--- src/rtl/vmicro16_apb_pkg.sv ---
// Shared APB definitions for vmicro16: bus width default and the initiator
// state encoding used by the bridge, slave peripherals and interconnect.
package vmicro16_apb_pkg;

    localparam int APB_BUS_WIDTH = 16;

    localparam logic [1:0] APB_IDLE   = 2'd0;
    localparam logic [1:0] APB_SETUP  = 2'd1;
    localparam logic [1:0] APB_ACCESS = 2'd2;

endpackage

--- src/rtl/apb_watchdog.sv ---
// Saturating PREADY watchdog: counts stalled ACCESS cycles and flags the
// last cycle a transfer may wait before it is aborted.
module apb_watchdog #(
    parameter int TIMEOUT_CYCLES = 255,
    parameter int CNT_WIDTH      = 8
) (
    input  logic clk,
    input  logic reset,
    input  logic clear,
    input  logic enable,
    output logic expired
);

    // With TIMEOUT_CYCLES == 0 this wraps to all-ones but is masked below.
    localparam logic [CNT_WIDTH-1:0] LIMIT = CNT_WIDTH'(TIMEOUT_CYCLES - 1);
    localparam logic [CNT_WIDTH-1:0] SAT   = '1;

    logic [CNT_WIDTH-1:0] r_count;

    // NOTE: sequential state is updated with non-blocking assignments only.
    always_ff @(posedge clk or posedge reset) begin
        if (reset) begin
            r_count <= '0;
        end else if (clear) begin
            r_count <= '0;
        end else if (enable && (r_count != SAT)) begin
            r_count <= r_count + CNT_WIDTH'(1);
        end
    end

    assign expired = (TIMEOUT_CYCLES != 0) && (r_count == LIMIT);

endmodule

--- src/rtl/apb_master_bridge.sv ---
// Core-side APB3 initiator: turns one load/store request into a SETUP/ACCESS
// transfer and returns a one-cycle response, aborting hung slaves via a watchdog.
module apb_master_bridge
    import vmicro16_apb_pkg::*;
#(
    parameter int BUS_WIDTH      = APB_BUS_WIDTH,
    parameter int TIMEOUT_CYCLES = 255,
    parameter int CNT_WIDTH      = 8
) (
    input  logic                 clk,
    input  logic                 reset,
    input  logic                 req_valid,
    output logic                 req_ready,
    input  logic                 req_write,
    input  logic [BUS_WIDTH-1:0] req_addr,
    input  logic [BUS_WIDTH-1:0] req_wdata,
    output logic                 resp_valid,
    output logic                 resp_err,
    output logic [BUS_WIDTH-1:0] resp_rdata,
    output logic [BUS_WIDTH-1:0] M_PADDR,
    output logic                 M_PWRITE,
    output logic                 M_PSELx,
    output logic                 M_PENABLE,
    output logic [BUS_WIDTH-1:0] M_PWDATA,
    input  logic [BUS_WIDTH-1:0] M_PRDATA,
    input  logic                 M_PREADY
);

    logic [1:0] r_state;
    logic       w_accept;
    logic       w_wd_enable;
    logic       w_expired;

    assign req_ready   = (r_state == APB_IDLE);
    assign w_accept    = req_ready && req_valid;
    assign w_wd_enable = (r_state == APB_ACCESS) && !M_PREADY;

    apb_watchdog #(
        .TIMEOUT_CYCLES (TIMEOUT_CYCLES),
        .CNT_WIDTH      (CNT_WIDTH)
    ) u_watchdog (
        .clk     (clk),
        .reset   (reset),
        .clear   (w_accept),
        .enable  (w_wd_enable),
        .expired (w_expired)
    );

    always_ff @(posedge clk or posedge reset) begin
        if (reset) begin
            r_state    <= APB_IDLE;
            M_PADDR    <= '0;
            M_PWDATA   <= '0;
            M_PWRITE   <= 1'b0;
            M_PSELx    <= 1'b0;
            M_PENABLE  <= 1'b0;
            resp_valid <= 1'b0;
            resp_err   <= 1'b0;
            resp_rdata <= '0;
        end else begin
            // Defaulting low each cycle makes resp_valid a single-cycle pulse.
            resp_valid <= 1'b0;
            case (r_state)
                APB_IDLE: begin
                    if (req_valid) begin
                        M_PADDR  <= req_addr;
                        M_PWDATA <= req_wdata;
                        M_PWRITE <= req_write;
                        M_PSELx  <= 1'b1;
                        r_state  <= APB_SETUP;
                    end
                end
                APB_SETUP: begin
                    M_PENABLE <= 1'b1;
                    r_state   <= APB_ACCESS;
                end
                APB_ACCESS: begin
                    // PREADY is tested first so a completion on the expiry cycle wins.
                    if (M_PREADY) begin
                        M_PSELx    <= 1'b0;
                        M_PENABLE  <= 1'b0;
                        resp_valid <= 1'b1;
                        resp_err   <= 1'b0;
                        if (!M_PWRITE) begin
                            resp_rdata <= M_PRDATA;
                        end
                        r_state    <= APB_IDLE;
                    end else if (w_expired) begin
                        M_PSELx    <= 1'b0;
                        M_PENABLE  <= 1'b0;
                        resp_valid <= 1'b1;
                        resp_err   <= 1'b1;
                        resp_rdata <= '0;
                        r_state    <= APB_IDLE;
                    end
                end
                default: begin
                    M_PSELx   <= 1'b0;
                    M_PENABLE <= 1'b0;
                    r_state   <= APB_IDLE;
                end
            endcase
        end
    end

endmodule

--- config.mk ---
export PLATFORM = sky130hd
export DESIGN_NAME = apb_master_bridge
export DESIGN_NICKNAME = d
export VERILOG_FILES = /design/src/rtl/vmicro16_apb_pkg.sv /design/src/rtl/apb_watchdog.sv /design/src/rtl/apb_master_bridge.sv
export SDC_FILE = /design/constraint.sdc
export NUM_CORES = 1
export LEC_CHECK = 0
export BUFFER_PORTS_ARGS = -buffer_cell sky130_fd_sc_hd__buf_2
export CAP_MARGIN = 10
export CORE_MARGIN = 2
export CORE_UTILIZATION = 47
export DETAILED_ROUTE_END_ITERATION = 10
export GPL_ROUTABILITY_DRIVEN = 1
export GPL_TIMING_DRIVEN = 0
export PLACE_DENSITY = 0.84
export SLEW_MARGIN = 20
export SYNTH_ARGS = -nofsm -noshare
export SYNTH_HDL_FRONTEND = slang
export SYNTH_SLANG_ARGS = --single-unit
--- constraint.sdc ---
create_clock -name clk -period 2.31 [get_ports clk]
set_input_delay 0.1155 -clock clk [delete_from_list [all_inputs] [get_ports clk]]
set_output_delay 0.1155 -clock clk [all_outputs]
set_load 0.005 [all_outputs]
==> flow_metrics.env <==
export IMPL_gp_congestion=0.752
export IMPL_wl_um=6400
export IMPL_regToRegStartpoint="u_watchdog.r_count[0]"
export IMPL_final_util=0.720
export IMPL_hold_path_class="primary input to register"
export IMPL_firstDrtPassIters=6
export IMPL_cp_required_ns=2.57
export IMPL_post_dp_hpwl_um=3860
export IMPL_track_usage=0.236
export IMPL_synth_fp_nets=302
export IMPL_initial_core_util=0.488
export IMPL_cts_tree="yes"
export IMPL_cp_startpoint="u_watchdog.r_count[0]"
export IMPL_final_common_cell="buf_2"
export IMPL_die_h_um=77.0
export IMPL_arrival_ns=2.20
export IMPL_syn_inst=247
export IMPL_synth_seq_cells=63
export IMPL_final_layout_size_suffix_gt1_frac=0.321
export IMPL_placed_area_um2=3160
export IMPL_n_antenna_cell=0
export IMPL_worstMarginPinSlew_ns=0.504
export IMPL_reg2reg_to="resp_rdata[3]"
export IMPL_run_status="completed"
export IMPL_dieArea_um2=5940
export IMPL_synth_area_top_cells="dfrtp_1 63%, nand2_1 16%, a22o_1 5.6%, xnor2_1 1.7%, clkbuf_1 1.2%"
export IMPL_setup_viol=0
export IMPL_cts_buffers=9
export IMPL_viasPerCell=4.87
export IMPL_critPathMaxFanout=10
export IMPL_syn2layout_area_growth_pct=47.7
export IMPL_regArea_um2=1580
export IMPL_cts_resized=0
export IMPL_irDropWorstVdd_uv=796
export IMPL_drt_iter0_markers=91
export IMPL_clkLatencyLatePin_ns=0.33
export IMPL_setup_worst_path_class="register to register"
export IMPL_worstPathCellList="inv_1, ha_1, nand3_1, nor3_1, o21ai_1, clkbuf_1, a22o_1"
export IMPL_yosysSeqAreaShare=0.629
export IMPL_p_leak_nw=1.99
export IMPL_crit_slowest_cell="dfrtp_1"
export IMPL_hold_violations=0
export IMPL_grt_max_degree=47
export IMPL_worstSetupEndpointType="register"
export IMPL_synth_edff_count=0
export IMPL_grt_overflow_total=0
export IMPL_synth_flop_cell="dfrtp_1"
export IMPL_cts_sinks=63
export IMPL_path_clk_slew_ns=0.08
export IMPL_num_vias=2315
export IMPL_holdBufCountCts=35
export IMPL_die_x_um=77.0
export IMPL_synth_top_cell_area_share=0.629
export IMPL_rows=26
export IMPL_reg2reg_depth=7
export IMPL_cts_root_buf="clkbuf_8"
export IMPL_r2r_setup_slack_ns=0.36
export IMPL_power_density_nw_per_um2=1130
export IMPL_finClkSkew_ns=0.0130
export IMPL_endpoint="resp_rdata[3]"
export IMPL_drt_wirelength_per_cell_um=13.5
export IMPL_drc_errors=0
export IMPL_cap_violations=0
export IMPL_postSynthAreaPerCell_um2=10.2
export IMPL_cts_setup_buffers=0
export IMPL_finalCritPeriodShare=0.843
export IMPL_rsz0062_at_grt="false"
export IMPL_final_antenna_net_count=0
export IMPL_port_buffers=106
export IMPL_grt_pass1_vias=2369
export IMPL_min_period_ns=1.95
export IMPL_slew_headroom=0.664
export IMPL_start_kind="register"
export IMPL_core_area_um2=5140
export IMPL_clock_path_buffers=2
export IMPL_synth_area_um2=2510
export IMPL_nNetsFinal=455
export IMPL_async_reset_ff_frac=1.00
export IMPL_ioPinCount=107
export IMPL_multiInputGateArea_um2=872
export IMPL_synth_warnings=0
export IMPL_synth_cell_types=31
export IMPL_slowest_delay_ns=0.43
export IMPL_synth_top_area_cell="dfrtp_1"
export IMPL_fill_cells=378
export IMPL_antenna_found_initial=0
export IMPL_final_cell_mix="108 x buf_2, 104 x nand2_1, 63 x dfrtp_1"
export IMPL_slew_viol_final=0
export IMPL_stdcell_area_um2=3700
export IMPL_max_freq_mhz=514
export IMPL_grt_first_pass_wirelength_um=11000
export IMPL_htree_levels=3
==> metal layers <==
metal,vias up,global-route usage,routed length (µm)
li1,1123,-,-
met1,1086,0.306,2760
met2,94,0.386,3110
met3,12,0.0565,440
met4,0,0.0946,91
met5,-,0,0
==> kinds of logic after synthesis <==
kind of cell             synth area share
buffers and inverters              0.0235
AO/OA/AOI/OAI                      0.0978
multiplexers                      0.00399
AND/OR/NAND/NOR                     0.219
XOR/XNOR                           0.0175
adder cells (fa/ha/maj)           0.00998
flip-flops                          0.629
==> cell usage after synthesis (2+ instances only) <==
library cell  instances
nand2_1             104
dfrtp_1              63
a22o_1               16
clkbuf_1              8
nor2_1                7
inv_1                 5
xnor2_1               5
nand3_1               4
a21oi_1               3
nor3_1                3
a211oi_1              2
and2_1                2
buf_2                 2
ha_1                  2
nand2b_1              2
nand4_1               2
nor2b_1               2
o21ai_0               2
==> sequential cells by signal, summed over array words and instances, names as in the netlist <==
signal              flops
M_PENABLE               1
resp_err                1
M_PWRITE                1
M_PADDR                16
resp_rdata             16
u_watchdog.r_count      8
r_state                 2
resp_valid              1
M_PSELx                 1
M_PWDATA               16
==> cell type report <==
| type | instances | area share |
|---|---|---|
| sequential | 63 | 0.426 |
| timing repair buffer | 142 | 0.245 |
| multi-input combinational | 169 | 0.236 |
| clock buffer | 9 | 0.0335 |
| tap | 70 | 0.0237 |
| clock inverter | 7 | 0.0196 |
| buffer | 10 | 0.0108 |
| inverter | 5 | 0.00575 |
==> how the worst min path moves through the flow <==
stage | start | cells past startpoint | endpoint | slack, ns
global placement | req_write | 3 | M_PWRITE | 0.30
finish | M_PRDATA[6] | 2 | resp_rdata[6] | 0.02
floorplan | M_PREADY | 1 | resp_err | 0.20
detailed placement | reset | 2 | resp_rdata[12] | 0.07
global route | M_PRDATA[13] | 2 | resp_rdata[13] | 0.009
CTS | M_PRDATA[13] | 2 | resp_rdata[13] | 0.007
==> worst max-delay path: cells and delay by family (launching register included) <==
family / cells / cell delay, ns
simple gates: 2 / 0.18
compound gates: 2 / 0.61
fa+ha+maj: 1 / 0.19
buf+inv: 2 / 0.46
flops: 1 / 0.43
==> report_power, final <==
part / total [mW] / switching (mW) / internal [mW]
clock network: 0.934 / 0.434 / 0.499
logic: 1.41 / 0.721 / 0.689
registers: 1.85 / 0.283 / 1.56
total: 4.19 / 1.44 / 2.75
==> per-stage QoR <==
| stage | power [mW] | std cells | worst slack (ns) | hold slack (ns) | setup TNS, ns |
|---|---|---|---|---|---|
| finish | 4.19 | 475 | 0.363 | 0.0150 | 0 |
| global route | 4.52 | 475 | 0.162 | 0.00913 | 0 |
| CTS | 4.20 | 475 | 0.334 | 0.00710 | 0 |
| detailed placement | 3.20 | 424 | 0.357 | 0.0656 | 0 |
| global placement | 3.14 | 423 | -0.0487 | 0.304 | -2.89 |
| floorplan | 2.53 | 247 | 0.625 | 0.200 | 0 |
No activity file was read; power rests on OpenSTA's default activity.
